**src/rtl/hba_quad_pkg.sv**
```systemverilog
// Shared constants for the HBA quadrature-encoder peripheral: register map,
// CTRL/STATUS bit positions and the per-sample step classification.
package hba_quad_pkg;

    localparam int REG_CTRL    = 0;
    localparam int REG_CNT0_LO = 1;
    localparam int REG_CNT0_HI = 2;
    localparam int REG_CNT1_LO = 3;
    localparam int REG_CNT1_HI = 4;
    localparam int REG_STATUS  = 5;

    localparam int CTRL_EN0  = 0;
    localparam int CTRL_EN1  = 1;
    localparam int CTRL_INTR = 2;
    localparam int CTRL_CLR  = 3;

    localparam int ST_CHG0 = 0;
    localparam int ST_CHG1 = 1;
    localparam int ST_ERR0 = 2;
    localparam int ST_ERR1 = 3;

    typedef enum logic [1:0] {
        STEP_NONE = 2'd0,
        STEP_INC  = 2'd1,
        STEP_DEC  = 2'd2,
        STEP_ERR  = 2'd3
    } step_e;

    // Position of {a,b} along the forward cycle 00->10->11->01.
    function automatic logic [1:0] gray_pos(input logic [1:0] ab);
        case (ab)
            2'b00:   gray_pos = 2'd0;
            2'b10:   gray_pos = 2'd1;
            2'b11:   gray_pos = 2'd2;
            default: gray_pos = 2'd3;
        endcase
    endfunction

    // Distance of 1 forward = inc, 3 (i.e. -1) = dec, 2 = both bits flipped.
    function automatic step_e quad_step(input logic [1:0] prev, input logic [1:0] cur);
        logic [1:0] d;
        d = gray_pos(cur) - gray_pos(prev);
        case (d)
            2'd0:    quad_step = STEP_NONE;
            2'd1:    quad_step = STEP_INC;
            2'd3:    quad_step = STEP_DEC;
            default: quad_step = STEP_ERR;
        endcase
    endfunction

endpackage

```
**src/rtl/hba_quad_decoder.sv**
```systemverilog
// One quadrature channel: 2-flop synchronizer, previous-state register,
// x4 step decode and a wrapping 16-bit position counter.
module quad_decoder
    import hba_quad_pkg::*;
(
    input  logic        clk_i,
    input  logic        rst_ni,
    input  logic        a_i,
    input  logic        b_i,
    input  logic        en_i,
    input  logic        clr_i,
    output logic [15:0] count_o,
    output logic        step_o,
    output logic        err_o
);

    logic [1:0]  sync1_q, sync2_q, prev_q;
    logic [15:0] count_q, count_d;
    step_e       step;

    assign step = quad_step(prev_q, sync2_q);

    // Synchronize pins; prev tracks even when the channel is disabled.
    always_ff @(posedge clk_i or negedge rst_ni) begin
        if (!rst_ni) begin
            sync1_q <= 2'b00;
            sync2_q <= 2'b00;
            prev_q  <= 2'b00;
        end else begin
            sync1_q <= {a_i, b_i};
            sync2_q <= sync1_q;
            prev_q  <= sync2_q;
        end
    end

    // Clear dominates any step landing on the same edge.
    always_comb begin
        count_d = count_q;
        if (clr_i)                          count_d = 16'h0000;
        else if (en_i && step == STEP_INC)  count_d = count_q + 16'd1;
        else if (en_i && step == STEP_DEC)  count_d = count_q - 16'd1;
    end

    // Position counter.
    always_ff @(posedge clk_i or negedge rst_ni) begin
        if (!rst_ni) count_q <= 16'h0000;
        else         count_q <= count_d;
    end

    assign count_o = count_q;
    assign step_o  = en_i && (step == STEP_INC || step == STEP_DEC);
    assign err_o   = en_i && (step == STEP_ERR);

endmodule

```
**src/rtl/hba_quad.sv**
```systemverilog
// HBA bus slave wrapping two quadrature decoders: byte-wide count readout
// with an atomic high-byte shadow, clear-on-read status and a level IRQ.
module hba_quad
    import hba_quad_pkg::*;
#(
    parameter int DBUS_WIDTH        = 8,
    parameter int PERIPH_ADDR_WIDTH = 4,
    parameter int REG_ADDR_WIDTH    = 8,
    parameter int ADDR_WIDTH        = PERIPH_ADDR_WIDTH + REG_ADDR_WIDTH,
    parameter int PERIPH_ADDR       = 5
) (
    input  logic                  hba_clk,
    input  logic                  hba_reset,
    input  logic                  hba_rnw,
    input  logic                  hba_select,
    input  logic [ADDR_WIDTH-1:0] hba_abus,
    input  logic [DBUS_WIDTH-1:0] hba_dbus,
    output logic [DBUS_WIDTH-1:0] hba_dbus_slave,
    output logic                  hba_xferack_slave,
    output logic                  slave_interrupt,
    input  logic [1:0]            quad_enc_a,
    input  logic [1:0]            quad_enc_b
);

    logic [REG_ADDR_WIDTH-1:0] reg_a;
    logic                      hit, xfer, rd, wr;
    logic                      ack_q, ack_d, irq_q, irq_d, clr_q, clr_d;
    logic [DBUS_WIDTH-1:0]     dbus_q, dbus_d;
    logic [2:0]                ctrl_q, ctrl_d;
    logic [3:0]                st_q, st_d;
    logic [1:0][7:0]           shd_q, shd_d;
    logic [1:0][15:0]          cnt;
    logic [1:0]                step, err;
    logic                      unused_dbus;

    assign unused_dbus = ^hba_dbus[DBUS_WIDTH-1:4];
    assign reg_a = hba_abus[REG_ADDR_WIDTH-1:0];
    assign hit   = hba_select &&
                   (hba_abus[ADDR_WIDTH-1:REG_ADDR_WIDTH] == PERIPH_ADDR_WIDTH'(PERIPH_ADDR));
    assign xfer  = hit && !ack_q;
    assign rd    = xfer && hba_rnw;
    assign wr    = xfer && !hba_rnw;

    for (genvar ch = 0; ch < 2; ch++) begin : g_ch
        quad_decoder u_dec (
            .clk_i   (hba_clk),
            .rst_ni  (hba_reset),
            .a_i     (quad_enc_a[ch]),
            .b_i     (quad_enc_b[ch]),
            .en_i    (ctrl_q[ch]),
            .clr_i   (clr_q),
            .count_o (cnt[ch]),
            .step_o  (step[ch]),
            .err_o   (err[ch])
        );
    end

    // Bus transfer, register side effects, status accumulation and IRQ.
    always_comb begin
        ack_d  = xfer;
        dbus_d = '0;
        ctrl_d = ctrl_q;
        clr_d  = 1'b0;
        shd_d  = shd_q;
        st_d   = st_q;
        if (rd) begin
            case (reg_a)
                REG_ADDR_WIDTH'(REG_CTRL):    dbus_d = DBUS_WIDTH'(ctrl_q);
                REG_ADDR_WIDTH'(REG_CNT0_LO): begin
                    dbus_d   = cnt[0][7:0];
                    shd_d[0] = cnt[0][15:8];
                end
                REG_ADDR_WIDTH'(REG_CNT0_HI): dbus_d = shd_q[0];
                REG_ADDR_WIDTH'(REG_CNT1_LO): begin
                    dbus_d   = cnt[1][7:0];
                    shd_d[1] = cnt[1][15:8];
                end
                REG_ADDR_WIDTH'(REG_CNT1_HI): dbus_d = shd_q[1];
                REG_ADDR_WIDTH'(REG_STATUS): begin
                    dbus_d = DBUS_WIDTH'(st_q);
                    st_d   = 4'b0000;
                end
                default: dbus_d = '0;
            endcase
        end
        if (wr && reg_a == REG_ADDR_WIDTH'(REG_CTRL)) begin
            ctrl_d = hba_dbus[2:0];
            clr_d  = hba_dbus[CTRL_CLR];
        end
        if (clr_q) shd_d = '0;
        // New events override a same-cycle clear-on-read.
        st_d[ST_CHG0] = st_d[ST_CHG0] | step[0];
        st_d[ST_CHG1] = st_d[ST_CHG1] | step[1];
        st_d[ST_ERR0] = st_d[ST_ERR0] | err[0];
        st_d[ST_ERR1] = st_d[ST_ERR1] | err[1];
        irq_d = ctrl_q[CTRL_INTR] && (st_q != 4'b0000);
    end

    // State registers; reset clears outputs immediately.
    always_ff @(posedge hba_clk or negedge hba_reset) begin
        if (!hba_reset) begin
            ack_q  <= 1'b0;
            dbus_q <= '0;
            ctrl_q <= 3'b000;
            clr_q  <= 1'b0;
            shd_q  <= '0;
            st_q   <= 4'b0000;
            irq_q  <= 1'b0;
        end else begin
            ack_q  <= ack_d;
            dbus_q <= dbus_d;
            ctrl_q <= ctrl_d;
            clr_q  <= clr_d;
            shd_q  <= shd_d;
            st_q   <= st_d;
            irq_q  <= irq_d;
        end
    end

    assign hba_dbus_slave    = dbus_q;
    assign hba_xferack_slave = ack_q;
    assign slave_interrupt   = irq_q;

endmodule

```
**config.mk**
```make
export PLATFORM = sky130hd
export DESIGN_NAME = hba_quad
export DESIGN_NICKNAME = d
export VERILOG_FILES = /design/src/rtl/hba_quad_pkg.sv /design/src/rtl/hba_quad_decoder.sv /design/src/rtl/hba_quad.sv
export SDC_FILE = /design/constraint.sdc
export NUM_CORES = 1
export LEC_CHECK = 0
export CAP_MARGIN = 25
export CORE_MARGIN = 4
export CORE_UTILIZATION = 55
export CTS_BUF_LIST = sky130_fd_sc_hd__clkbuf_16
export CTS_CLUSTER_SIZE = 20
export DETAILED_ROUTE_END_ITERATION = 10
export PLACE_DENSITY = 0.76
export SYNTH_ARGS = -nofsm -noshare
export SYNTH_HDL_FRONTEND = slang
export SYNTH_SLANG_ARGS = --single-unit
```
**constraint.sdc**
```tcl
create_clock -name hba_clk -period 4.3 [get_ports hba_clk]
set_input_delay 0.645 -clock hba_clk [delete_from_list [all_inputs] [get_ports hba_clk]]
set_output_delay 0.645 -clock hba_clk [all_outputs]
set_load 0.01 [all_outputs]
```
==> impl_summary.txt, run 1 <==
----------------------------------------------------
[Critical path]
  Critical path buffers and inverters ... 1
  Critical Path Max Stage Delay ... 0.41 ns
  Setup Crit Path Kind ... flop to flop
  Highest-delay cell along the critical path ... sky130_fd_sc_hd__dfrtp_1
  Cell-by-cell trace of the critical path ... ha_1 > ha_1 > nor2b_1 > nand2b_1 > buf_4 > ha_1 > a21oi_1 > o21ai_0 > and4bb_1 > or3_1 > a21oi_1 > mux2_1
  Largest delay share family, worst path ... simple AND/OR/NAND/NOR gates
  Cell with the most instances on the worst path ... sky130_fd_sc_hd__ha_1
  Worst-path maximum fanout ... 10
  CP required ... 4.52 ns
  Data arrival, critical path ... 4.01 ns
  Nature of the critical path startpoint ... flop
  Critical Path End Type ... flop

[Drt]
  Routed Wire Length ... 11060 um
  DRC viols ... 0
  Initial DRC count ... 292
  Number of nets with antenna violations after detailed routing ... 0
  Routed wirelength normalized by instance count ... 17.53 um
  Routed via count divided by cell count ... 6.135
  Router iterations before antenna repair ... 8
  Total via count in the routed design ... 3871

[Power]
  Peak supply drop ... 227.6 uV
  P per Cell Area ... 332.8 nW/um^2
  Clock network fraction of total power ... 0.425
  Cell internal power dissipation ... 1.335 mW
  Switching power as a share of total power ... 0.2673
  Net Sw Power ... 0.4871 mW
  Combinational share of power ... 0.153
  Static power due to leakage ... 2.476 nW
  Sequential cell fraction of total power ... 0.421

[Die]
  Placement row count ... 33
  I/O Pins ... 38
  Starting density of the core ... 0.5702
  DIE WIDTH ... 100.8 um
  DIE AREA ... 10150 sq um
  Floorplan Core Area ... 8299 sq um
  Chip height ... 100.8 um

[Min path]
  Class of the worst hold path ... input pin to asynchronous set/reset pin

[Layout]
  Layout Area Growth over Synthesis ... 15.71%
  Final instance count without filler cells ... 631
  Final Instance Area ... 5475 sq um
  Share of cells above drive strength 1 ... 0.06844
  Number of diodes added for antenna fixing ... 0
  Number of nets in the layout ... 595

[Clocking]
  Max H-tree Level ... 3
  Maximum clock path buffer count ... 2
  Setup fix buffers added after clock tree synthesis ... 0
  CTS Root Buffer Type ... sky130_fd_sc_hd__clkbuf_16
  Clock-pin slew of the registers on the worst-case setup and hold paths ... 0.06 ns
  Count of hold buffers inserted by post-cts repair ... 0
  Worst skew pair latency ... 0.33 ns
  Number of buffers inserted during clock tree synthesis ... 9
  Sinks on the clock net ... 78
  Count of instances resized after the clock tree is built ... 0
  Clock tree from TritonCTS ... built

[Synthesis]
  Fraction of the mapped netlist area in adder cells ... 0.1248
  Post-synth EDFFs ... 0
  YS warnings ... 0
  Post-synthesis instance area ... 4732 sq um
  Async set-or-reset flop fraction in the synthesized netlist ... 1.000
  Compound-Gate Fraction of Synth Area ... 0.1589
  Dominant combinational cell family by area after synthesis ... simple AND/OR/NAND/NOR gates
  Share of synthesized area occupied by flip-flops and latches ... 0.4125
  Simple logic cell fraction of the synthesized area ... 0.1994
  Synthesized netlist net count ... 564
  Most used flip-flop cell after synthesis ... sky130_fd_sc_hd__dfrtp_1
  Mean Syn Cell Area ... 9.657 sq um
  Synthesized instance count ... 490
  Synth Register Bits ... 78
  Post-synthesis xor/xnor area fraction ... 0.03887
  Multiplexer share of the synthesized area ... 0.03993
  Count of different cell masters after synthesis ... 59

[Run]
  Max-cap violations ... 0

[STA]
  Worst Clk Skew ... 0.005511 ns
  Timing-limited maximum frequency ... 0.2639 GHz
  Number of pins exceeding their max-slew limit in the final report ... 0
  Final number of setup-violating endpoints ... 0
  Unrepaired setup endpoints after global routing ... no
  Final cycle utilization of the critical path ... 0.8814
  Hold Vio Cnt, Final ... 0
  Final period demand of the worst path ... 3.790 ns
  WHS ... 0.1017 ns
  Slew at the pin closest to its max-slew limit ... 0.9340 ns
  Setup TNS after final layout ... 0 ns
  Relative slew slack ... 0.3773

[Status]
  Outcome ... finished clean

[Global routing]
  Initial antenna violation count ... 0
  Maximum number of pins on one net before global-route repair ... 79
  All-Layer GR Usage ... 0.2307
  Wire length of the first global-routing pass ... 18710 um
  Grt ovf ... 0
  Via count of the first global-routing pass ... 3865

[Placed design]
  I/O Buffers ... 33
  Global placement routability congestion ... 0.9031
  HPWL after DPL ... 7748 um
  Total placed cells including tap cells ... 614
  Placement-stage cell area ... 5142 sq um

----------------------------------------------------
==> per-layer routing <==
metal | GRT usage | part of all wire | wire (um) | vias up
li1 | - | - | - | 1846
met3 | 0.04637 | 0.069 | 763 | 13
met2 | 0.3792 | 0.48 | 5319 | 133
met1 | 0.3108 | 0.44 | 4827 | 1879
met4 | 0.06425 | 0.013 | 148 | 0
met5 | 0 | 0 | 0 | -
==> cells in the mapped netlist, drive strengths merged (5+ instances only) <==
master,instances,share of area
xor2,8,0.015
xnor2,13,0.024
inv,7,0.0056
mux2,5,0.012
nor2,26,0.022
or4,6,0.010
o21ai,16,0.018
nor3b,6,0.0095
nand4b,5,0.0093
clkbuf,16,0.013
nand3,23,0.024
ha,44,0.12
mux2i,11,0.023
nor2b,7,0.0093
a222oi,6,0.013
a21oi,59,0.062
nand3b,12,0.019
a21o,11,0.017
nand2,68,0.054
dfrtp,78,0.41
nand2b,7,0.0093
==> logic make-up (layout without fill, tap and decap cells) <==
logic type	after synthesis	count (layout)
xor gates and xnor gates	21	21
buffers and inverters	27	63
DFF	78	78
and+or+nand+nor	180	180
AOI/OAI and AO/OA	121	121
adders and majority gates	46	46
muxes	17	17
==> path summary, 6_finish.rpt <==
check	startpoint	end	slack (ns)	cells after the start
worst min-delay path	hba_reset	g_ch[1].u_dec.prev_q[0]$_DFF_PN0_	0.10	1
worst max register to register	g_ch[1].u_dec.sync2_q[0]$_DFF_PN0_	g_ch[1].u_dec.count_o[15]$_DFFE_PN0P_	0.51	12
max in group asynchronous	hba_reset	g_ch[1].u_dec.count_o[10]$_DFFE_PN0P_	3.64	2
worst max-delay path	g_ch[1].u_dec.sync2_q[0]$_DFF_PN0_	g_ch[1].u_dec.count_o[15]$_DFFE_PN0P_	0.51	12
worst min register to register	g_ch[1].u_dec.sync1_q[1]$_DFF_PN0_	g_ch[1].u_dec.sync2_q[1]$_DFF_PN0_	0.35	0
min in group hba_clk	g_ch[1].u_dec.sync1_q[1]$_DFF_PN0_	g_ch[1].u_dec.sync2_q[1]$_DFF_PN0_	0.35	0
==> per-stage QoR <==
step / utilization / setup slack (ns) / total power, mW
finish: 0.6597 / 0.5101 / 1.822
global route: 0.6597 / 0.2416 / 1.902
CTS: 0.6564 / 0.5015 / 1.829
detailed placement: 0.6196 / 0.5319 / 1.054
global placement: 0.6196 / 0.6339 / 1.042
floorplan: - / 0.6384 / 0.9629
==> layout make-up <==
cell class | count | area, sq um
Timing Repair Buffer | 40 | 400.4
Fill cell | 620 | 2824
Inverter | 7 | 26.28
Multi-Input combinational cell | 385 | 2659
Clock inverter | 7 | 80.08
Clock buffer | 9 | 225.2
Sequential cell | 78 | 1953
Tap cell | 105 | 131.4
==> state kept, by name (all words and copies together) (netlist names) <==
| name | count |
|---|---|
| clr_q | 1 |
| g_ch.u_dec.sync1_q | 4 |
| g_ch.u_dec.sync2_q | 4 |
| slave_interrupt | 1 |
| hba_xferack_slave | 1 |
| ctrl_q | 3 |
| st_q | 4 |
| g_ch.u_dec.count_o | 32 |
| g_ch.u_dec.prev_q | 4 |
| shd_q | 16 |
| hba_dbus_slave | 8 |
==> cell usage in the layout, fill, tap and decap left out, types with 3 or more instances in the layout <==
master	instances
sky130_fd_sc_hd__ha_1	44
sky130_fd_sc_hd__a22oi_1	3
sky130_fd_sc_hd__a31oi_1	4
sky130_fd_sc_hd__nor2_1	25
sky130_fd_sc_hd__and2_1	3
sky130_fd_sc_hd__or4_1	5
sky130_fd_sc_hd__nand2b_1	7
sky130_fd_sc_hd__nor2b_1	7
sky130_fd_sc_hd__a21oi_1	59
sky130_fd_sc_hd__and3_1	4
sky130_fd_sc_hd__a211oi_1	3
sky130_fd_sc_hd__a222oi_1	6
sky130_fd_sc_hd__inv_1	7
sky130_fd_sc_hd__xnor2_1	13
sky130_fd_sc_hd__nand2_1	68
sky130_fd_sc_hd__nand3b_1	12
sky130_fd_sc_hd__nor3b_1	6
sky130_fd_sc_hd__dfrtp_1	77
sky130_fd_sc_hd__buf_4	7
sky130_fd_sc_hd__mux2i_1	11
sky130_fd_sc_hd__mux2_2	4
sky130_fd_sc_hd__clkbuf_16	9
sky130_fd_sc_hd__clkdlybuf4s50_1	32
sky130_fd_sc_hd__o21ai_0	12
sky130_fd_sc_hd__inv_6	3
sky130_fd_sc_hd__o21ai_1	3
sky130_fd_sc_hd__o31ai_1	4
sky130_fd_sc_hd__nand4b_1	5
sky130_fd_sc_hd__nand3_1	23
sky130_fd_sc_hd__xor2_1	8
sky130_fd_sc_hd__a21o_1	11
==> power groups by stage <==
stage / sequential, mW / combinational (mW) / clock [mW]
global placement: 0.780 / 0.261 / 0
global route: 0.770 / 0.312 / 0.819
detailed placement: 0.781 / 0.273 / 0
CTS: 0.768 / 0.276 / 0.786
floorplan: 0.775 / 0.188 / 0
finish: 0.768 / 0.279 / 0.775
Note: power is estimated with default switching activity, not from simulation.
==> run 2, diff against run 1 <==
--- a/config.mk
+++ b/config.mk
@@ -11,6 +11,7 @@
 export CTS_BUF_LIST = sky130_fd_sc_hd__clkbuf_16
 export CTS_CLUSTER_SIZE = 20
 export DETAILED_ROUTE_END_ITERATION = 10
+export HOLD_SLACK_MARGIN = 0.1
 export PLACE_DENSITY = 0.76
 export SYNTH_ARGS = -nofsm -noshare
 export SYNTH_HDL_FRONTEND = slang
==> impl_summary.txt, run 2 (synthesis results as in run 1) <==
----------------------------------------------------
[Critical path]
  CP required ... 4.52 ns (about the same)
  Reg-to-reg setup timing slack ... 0.50 ns (about the same)
  Setup Crit Path Kind ... flop to flop
  Worst-path maximum fanout ... 10 (unchanged)
  Reg-to-Reg End ... g_ch[1].u_dec.count_o[15]$_DFFE_PN0P_
  Critical Path End Type ... flop
  Nature of the critical path startpoint ... flop
  Data arrival, critical path ... 4.02 ns (about the same)
  Depth of the most critical reg-to-reg path ... 12 (unchanged)
  Critical register-to-register path startpoint ... g_ch[1].u_dec.sync2_q[0]$_DFF_PN0_

[Global routing]
  Maximum number of pins on one net before global-route repair ... 79 (unchanged)
  Met2 layer usage reported by global route ... 0.3792 (unchanged)
  Initial antenna violation count ... 0 (unchanged)
  Met1 global-route usage ... 0.3108 (unchanged)
  All-Layer GR Usage ... 0.2307 (unchanged)
  Wire length of the first global-routing pass ... 18710 um (unchanged)
  Met3 usage ... 0.04637 (unchanged)
  Grt ovf ... 0 (unchanged)
  Via count of the first global-routing pass ... 3865 (unchanged)
  Busiest layer in global routing ... met2

[Clocking]
  Count of instances resized after the clock tree is built ... 0 (unchanged)
  Count of hold buffers inserted by post-cts repair ... 0 (unchanged)
  Maximum clock path buffer count ... 2 (unchanged)
  Sinks on the clock net ... 78 (unchanged)
  Clock-pin slew of the registers on the worst-case setup and hold paths ... 0.06 ns (about the same)
  Number of buffers inserted during clock tree synthesis ... 9 (unchanged)
  Max H-tree Level ... 3 (unchanged)
  Worst skew pair latency ... 0.34 ns (about the same)
  Setup fix buffers added after clock tree synthesis ... 0 (unchanged)
  Clock tree from TritonCTS ... built
  CTS Root Buffer Type ... sky130_fd_sc_hd__clkbuf_16

[Drt]
  Routed via count divided by cell count ... 6.158 (+0.38%)
  Initial DRC count ... 315 (+7.9%)
  Routed wirelength normalized by instance count ... 17.55 um (+0.15%)
  DRC viols ... 0 (unchanged)
  Total via count in the routed design ... 3892 (+0.54%)
  Number of nets with antenna violations after detailed routing ... 0 (unchanged)
  Routed Wire Length ... 11090 um (+0.31%)
  Router iterations before antenna repair ... 7 (-1)

[Die]
  Placement row count ... 33 (unchanged)
  DIE WIDTH ... 100.8 um (unchanged)
  Floorplan Core Area ... 8299 sq um (unchanged)
  I/O Pins ... 38 (unchanged)
  DIE AREA ... 10150 sq um (unchanged)
  Chip height ... 100.8 um (unchanged)
  Starting density of the core ... 0.5702 (unchanged)

[Min path]
  Launch point of the worst hold path ... g_ch[1].u_dec.sync1_q[1]$_DFF_PN0_
  Number of cells traversed by the worst hold path ... 0
  Class of the worst hold path ... flop to flop
  Worst Hold Endpoint ... g_ch[1].u_dec.sync2_q[1]$_DFF_PN0_

[STA]
  Setup TNS after final layout ... 0 ns (unchanged)
  Final number of setup-violating endpoints ... 0 (unchanged)
  Worst Clk Skew ... 0.006111 ns (+0.0005996 ns)
  Hold Vio Cnt, Final ... 0 (unchanged)
  Unrepaired setup endpoints after global routing ... no
  Number of pins exceeding their max-slew limit in the final report ... 0 (unchanged)
  Slew at the pin closest to its max-slew limit ... 0.9364 ns (+0.002389 ns)
  Final period demand of the worst path ... 3.804 ns (+0.01402 ns)
  Final cycle utilization of the critical path ... 0.8846 (+0.003260)
  Relative slew slack ... 0.3757 (-0.001593)
  Timing-limited maximum frequency ... 0.2629 GHz (-0.37%)

[Layout]
  Number of diodes added for antenna fixing ... 0 (unchanged)
  Fillcell total ... 619 (-0.16%)
  Utilization after layout ... 0.6609 (+0.001206)
  Number of flip-flops under the largest register name ... 32 (unchanged)
  Leading cell type in the layout, fill and taps excluded ... sky130_fd_sc_hd__dfrtp_1
  Number of nets in the layout ... 596 (+0.17%)
  Share of cells above drive strength 1 ... 0.06831 (-0.0001299)
  Layout Area Growth over Synthesis ... 15.92%
  Commonest cells after routing, fill and taps aside ... 77 x sky130_fd_sc_hd__dfrtp_1, 68 x sky130_fd_sc_hd__nand2_1, 59 x sky130_fd_sc_hd__a21oi_1

[Placed design]
  HPWL after DPL ... 7748 um (unchanged)
  I/O Buffers ... 33 (unchanged)
  Global placement routability congestion ... 0.9031 (unchanged)

[Power]
  Peak supply drop ... 227.7 uV (about the same)
  P per Cell Area ... 332.9 nW/um^2 (about the same)
  Overall power ... 1.826 mW (+0.20%)
  Static power due to leakage ... 2.480 nW (+0.17%)

[Status]
  Outcome ... finished clean

[Run]
  Max-cap violations ... 0 (unchanged)

----------------------------------------------------
[run 2: cell count changes in the layout (fill, tap and decap cells not counted), sizes merged]
cell | previous run | this run
dlygate4sd3 | 0 | 1
[run 2: how the worst max path moves through the flow]
stage,from,end,slack [ns],cells past startpoint
2_1_floorplan,g_ch[0].u_dec.sync2_q[0]$_DFF_PN0_,g_ch[0].u_dec.count_o[15]$_DFFE_PN0P_,0.64,13
3_3_place_gp,g_ch[0].u_dec.sync2_q[0]$_DFF_PN0_,g_ch[0].u_dec.count_o[15]$_DFFE_PN0P_,0.63,13
3_5_place_dp,g_ch[1].u_dec.sync2_q[0]$_DFF_PN0_,g_ch[1].u_dec.count_o[15]$_DFFE_PN0P_,0.53,12
4_1_cts,g_ch[1].u_dec.sync2_q[0]$_DFF_PN0_,g_ch[1].u_dec.count_o[15]$_DFFE_PN0P_,0.50,12
5_1_grt,g_ch[1].u_dec.sync2_q[0]$_DFF_PN0_,g_ch[1].u_dec.count_o[15]$_DFFE_PN0P_,0.24,12
6_report,g_ch[1].u_dec.sync2_q[0]$_DFF_PN0_,g_ch[1].u_dec.count_o[15]$_DFFE_PN0P_,0.50,12
[run 2: final cells by class]
class,count,area [sq um],share of cell area
multi-input combinational,385,2659,0.4847
tap,105,131.4,0.02395
timing repair buffer,41,410.4,0.07482
sequential,78,1953,0.3561
clock inverter,7,80.08,0.01460
clock buffer,9,225.2,0.04106
inverter,7,26.28,0.004790
[run 2: stage by stage]
| step | cells | hold WS [ns] | worst slack (ns) | instance area (sq um) |
|---|---|---|---|---|
| after floorplan | 490 | 0.3312 | 0.6384 | 4732 |
| after global placement | 614 | 0.3350 | 0.6339 | 5142 |
| after detailed placement | 614 | 0.3372 | 0.5319 | 5142 |
| after CTS | 630 | 0.3560 | 0.5015 | 5448 |
| after global routing | 632 | 0.3658 | 0.2416 | 5485 |
| final | 632 | 0.3533 | 0.4960 | 5485 |
[run 2: report_power, final]
part / total, mW / leakage, nW / internal (mW) / switching, mW
Clock: 0.778 / 0.143 / 0.457 / 0.321
Combinational: 0.280 / 1.29 / 0.129 / 0.152
Sequential: 0.768 / 1.05 / 0.751 / 0.0173
[run 2: layer usage]
layer / vias to the layer above / share of wire
met4: 0 / 0.014
li1: 1848 / -
met2: 109 / 0.48
met5: - / 0
met3: 12 / 0.060
met1: 1923 / 0.44
[run 2: worst max-delay path: stages, from the launching register on]
cell and delay (ns):
sky130_fd_sc_hd__dfrtp_1 0.41, sky130_fd_sc_hd__ha_1 0.32, sky130_fd_sc_hd__ha_1 0.21, sky130_fd_sc_hd__xnor2_1 0.37, sky130_fd_sc_hd__nand2b_1 0.45, sky130_fd_sc_hd__ha_1 0.33
sky130_fd_sc_hd__a211oi_1 0.35, sky130_fd_sc_hd__o21ai_2 0.14, sky130_fd_sc_hd__o2111ai_1 0.25, sky130_fd_sc_hd__and4bb_1 0.25, sky130_fd_sc_hd__o21ai_0 0.09, sky130_fd_sc_hd__a21oi_1 0.18
sky130_fd_sc_hd__mux2_1 0.34
==> run 3, diff against run 2 <==
--- a/config.mk
+++ b/config.mk
@@ -5,6 +5,7 @@
 export SDC_FILE = /design/constraint.sdc
 export NUM_CORES = 1
 export LEC_CHECK = 0
+export ABC_CLOCK_PERIOD_IN_PS = 4300
 export CAP_MARGIN = 25
 export CORE_MARGIN = 4
 export CORE_UTILIZATION = 55
@@ -13,6 +14,7 @@
 export DETAILED_ROUTE_END_ITERATION = 10
 export HOLD_SLACK_MARGIN = 0.1
 export PLACE_DENSITY = 0.76
+export SLEW_MARGIN = 20
 export SYNTH_ARGS = -nofsm -noshare
 export SYNTH_HDL_FRONTEND = slang
 export SYNTH_SLANG_ARGS = --single-unit
==> impl_summary.txt, run 3 (synthesis results as in run 1) <==
----------------------------------------------------
[STA]
  Unrepaired setup endpoints after global routing ... no
  Timing-limited maximum frequency ... 0.2629 GHz (about the same)
  Worst Clk Skew ... 0.005294 ns (-0.0008170 ns)
  Number of pins exceeding their max-slew limit in the final report ... 0 (unchanged)
  Hold Vio Cnt, Final ... 0 (unchanged)
  Slew at the pin closest to its max-slew limit ... 0.9309 ns (-0.005487 ns)
  Setup TNS after final layout ... 0 ns (unchanged)
  Relative slew slack ... 0.3794 (+0.003658)
  Final number of setup-violating endpoints ... 0 (unchanged)
  PnR worst setup slack ... 0.4966 ns (+0.0005200 ns)
  Final period demand of the worst path ... 3.803 ns (-0.0005200 ns)
  Final cycle utilization of the critical path ... 0.8845 (about the same)

[Global routing]
  All-Layer GR Usage ... 0.2307 (unchanged)
  Via count of the first global-routing pass ... 3865 (unchanged)
  Wire length of the first global-routing pass ... 18710 um (unchanged)
  Initial antenna violation count ... 0 (unchanged)
  Grt ovf ... 0 (unchanged)
  Maximum number of pins on one net before global-route repair ... 79 (unchanged)

[Clocking]
  Max H-tree Level ... 3 (unchanged)
  Clock tree from TritonCTS ... built
  Worst skew pair latency ... 0.34 ns (about the same)
  Clock-pin slew of the registers on the worst-case setup and hold paths ... 0.06 ns (about the same)
  Count of hold buffers inserted by post-cts repair ... 0 (unchanged)
  CTS Root Buffer Type ... sky130_fd_sc_hd__clkbuf_16
  Setup fix buffers added after clock tree synthesis ... 0 (unchanged)
  Maximum clock path buffer count ... 2 (unchanged)
  Count of instances resized after the clock tree is built ... 0 (unchanged)
  Sinks on the clock net ... 78 (unchanged)
  Number of buffers inserted during clock tree synthesis ... 9 (unchanged)

[Layout]
  Number of diodes added for antenna fixing ... 0 (unchanged)
  Final instance count without filler cells ... 631 (-0.16%)
  Number of nets in the layout ... 595 (-0.17%)
  Leading cell type in the layout, fill and taps excluded ... sky130_fd_sc_hd__dfrtp_1
  Layout Area Growth over Synthesis ... 15.55%
  Number of flip-flops under the largest register name ... 32 (unchanged)
  Commonest cells after routing, fill and taps aside ... 77 x sky130_fd_sc_hd__dfrtp_1, 68 x sky130_fd_sc_hd__nand2_1, 59 x sky130_fd_sc_hd__a21oi_1
  Share of cells above drive strength 1 ... 0.06844 (+0.0001299)
  Final Instance Area ... 5468 sq um (-0.32%)

[Power]
  Static power due to leakage ... 2.472 nW (-0.30%)
  Combinational share of power ... 0.152 (-0.002)
  Net Sw Power ... 0.4896 mW (-0.11%)
  Sequential cell fraction of total power ... 0.421 (about the same)
  Overall power ... 1.824 mW (-0.12%)
  Cell internal power dissipation ... 1.334 mW (-0.12%)
  P per Cell Area ... 333.6 nW/um^2 (+0.21%)
  Switching power as a share of total power ... 0.2684 (about the same)
  Peak supply drop ... 229.0 uV (+0.55%)
  Clock network fraction of total power ... 0.427 (about the same)

[Drt]
  Routed wirelength normalized by instance count ... 17.45 um (-0.59%)
  Initial DRC count ... 338 (+7.3%)
  Routed via count divided by cell count ... 6.187 (+0.47%)
  Router iterations before antenna repair ... 7 (unchanged)
  Number of nets with antenna violations after detailed routing ... 0 (unchanged)
  Routed Wire Length ... 11010 um (-0.75%)
  DRC viols ... 0 (unchanged)
  Total via count in the routed design ... 3904 (+0.31%)

[Placed design]
  HPWL after DPL ... 7748 um (unchanged)
  Placement-stage cell area ... 5142 sq um (unchanged)
  Global placement routability congestion ... 0.9031 (unchanged)
  I/O Buffers ... 33 (unchanged)
  Pre-CTS WS ... 0.5319 ns (unchanged)
  Total placed cells including tap cells ... 614 (unchanged)

[Critical path]
  Critical Path End Type ... flop
  Critical register-to-register path startpoint ... g_ch[1].u_dec.sync2_q[0]$_DFF_PN0_
  Launch point of the critical path ... g_ch[1].u_dec.sync2_q[0]$_DFF_PN0_
  Data arrival, critical path ... 4.02 ns (about the same)
  Setup Crit Path Kind ... flop to flop
  CP required ... 4.52 ns (about the same)
  Worst-path maximum fanout ... 10 (unchanged)
  Nature of the critical path startpoint ... flop

[Status]
  Outcome ... finished clean

[Run]
  Max-cap violations ... 0 (unchanged)

[Die]
  Placement row count ... 33 (unchanged)
  Starting density of the core ... 0.5702 (unchanged)
  I/O Pins ... 38 (unchanged)
  Chip height ... 100.8 um (unchanged)
  DIE WIDTH ... 100.8 um (unchanged)
  DIE AREA ... 10150 sq um (unchanged)
  Floorplan Core Area ... 8299 sq um (unchanged)

[Min path]
  Class of the worst hold path ... input pin to asynchronous set/reset pin

----------------------------------------------------
## run 3: path summary, 6_finish.rpt
| path | endpoint | slack [ns] | depth (start not counted) |
|---|---|---|---|
| min in group hba_clk | g_ch[0].u_dec.sync2_q[0]$_DFF_PN0_ | 0.35 | 0 |
| setup / recovery | g_ch[1].u_dec.count_o[15]$_DFFE_PN0P_ | 0.50 | 12 |
| setup reg to reg | g_ch[1].u_dec.count_o[15]$_DFFE_PN0P_ | 0.50 | 12 |
| hold reg to reg | g_ch[0].u_dec.sync2_q[0]$_DFF_PN0_ | 0.35 | 0 |
| hold / removal | g_ch[1].u_dec.prev_q[0]$_DFF_PN0_ | 0.30 | 1 |
| max in group asynchronous | g_ch[0].u_dec.count_o[14]$_DFFE_PN0P_ | 3.40 | 2 |
## run 3: per-layer routing
metal | up-vias | global-route usage | share of wire
met2 | 127 | 0.3792 | 0.48
li1 | 1854 | - | -
met5 | - | 0 | 0
met4 | 0 | 0.06425 | 0.013
met3 | 12 | 0.04637 | 0.068
met1 | 1911 | 0.3108 | 0.44
## run 3: area by class of cell
cell class / count / area (sq um)
Sequential cell: 78 / 1953
Clock inverter: 7 / 80.08
Fill cell: 629 / 2831
Clock buffer: 9 / 225.2
Multi-Input combinational cell: 385 / 2659
Tap cell: 105 / 131.4
Timing Repair Buffer: 40 / 392.9
Inverter: 7 / 26.28
## run 3: power groups by stage
| stage | registers, mW | clock network (mW) | logic (mW) |
|---|---|---|---|
| 6_report | 0.768 | 0.778 | 0.278 |
| 5_1_grt | 0.770 | 0.819 | 0.311 |
| 4_1_cts | 0.768 | 0.786 | 0.276 |
| 3_5_place_dp | 0.781 | 0 | 0.273 |
| 3_3_place_gp | 0.780 | 0 | 0.261 |
| 2_1_floorplan | 0.775 | 0 | 0.188 |
## run 3: through the flow
stage,util,hold slack [ns]
after floorplan,-,0.3312
after global routing,0.6588,0.3311
after global placement,0.6196,0.3350
after CTS,0.6564,0.3560
after detailed placement,0.6196,0.3372
final,0.6588,0.3033
## run 3: worst max-delay path, stage by stage (launching register included)
cell and delay, ns:
sky130_fd_sc_hd__dfrtp_1 0.41, sky130_fd_sc_hd__ha_1 0.32, sky130_fd_sc_hd__ha_1 0.21, sky130_fd_sc_hd__xnor2_1 0.37, sky130_fd_sc_hd__nand2b_1 0.44, sky130_fd_sc_hd__ha_1 0.33, sky130_fd_sc_hd__a211oi_1 0.35, sky130_fd_sc_hd__o21ai_2 0.14
sky130_fd_sc_hd__o2111ai_1 0.25, sky130_fd_sc_hd__and4bb_1 0.24, sky130_fd_sc_hd__o21ai_0 0.09, sky130_fd_sc_hd__a21oi_1 0.18, sky130_fd_sc_hd__mux2_1 0.34
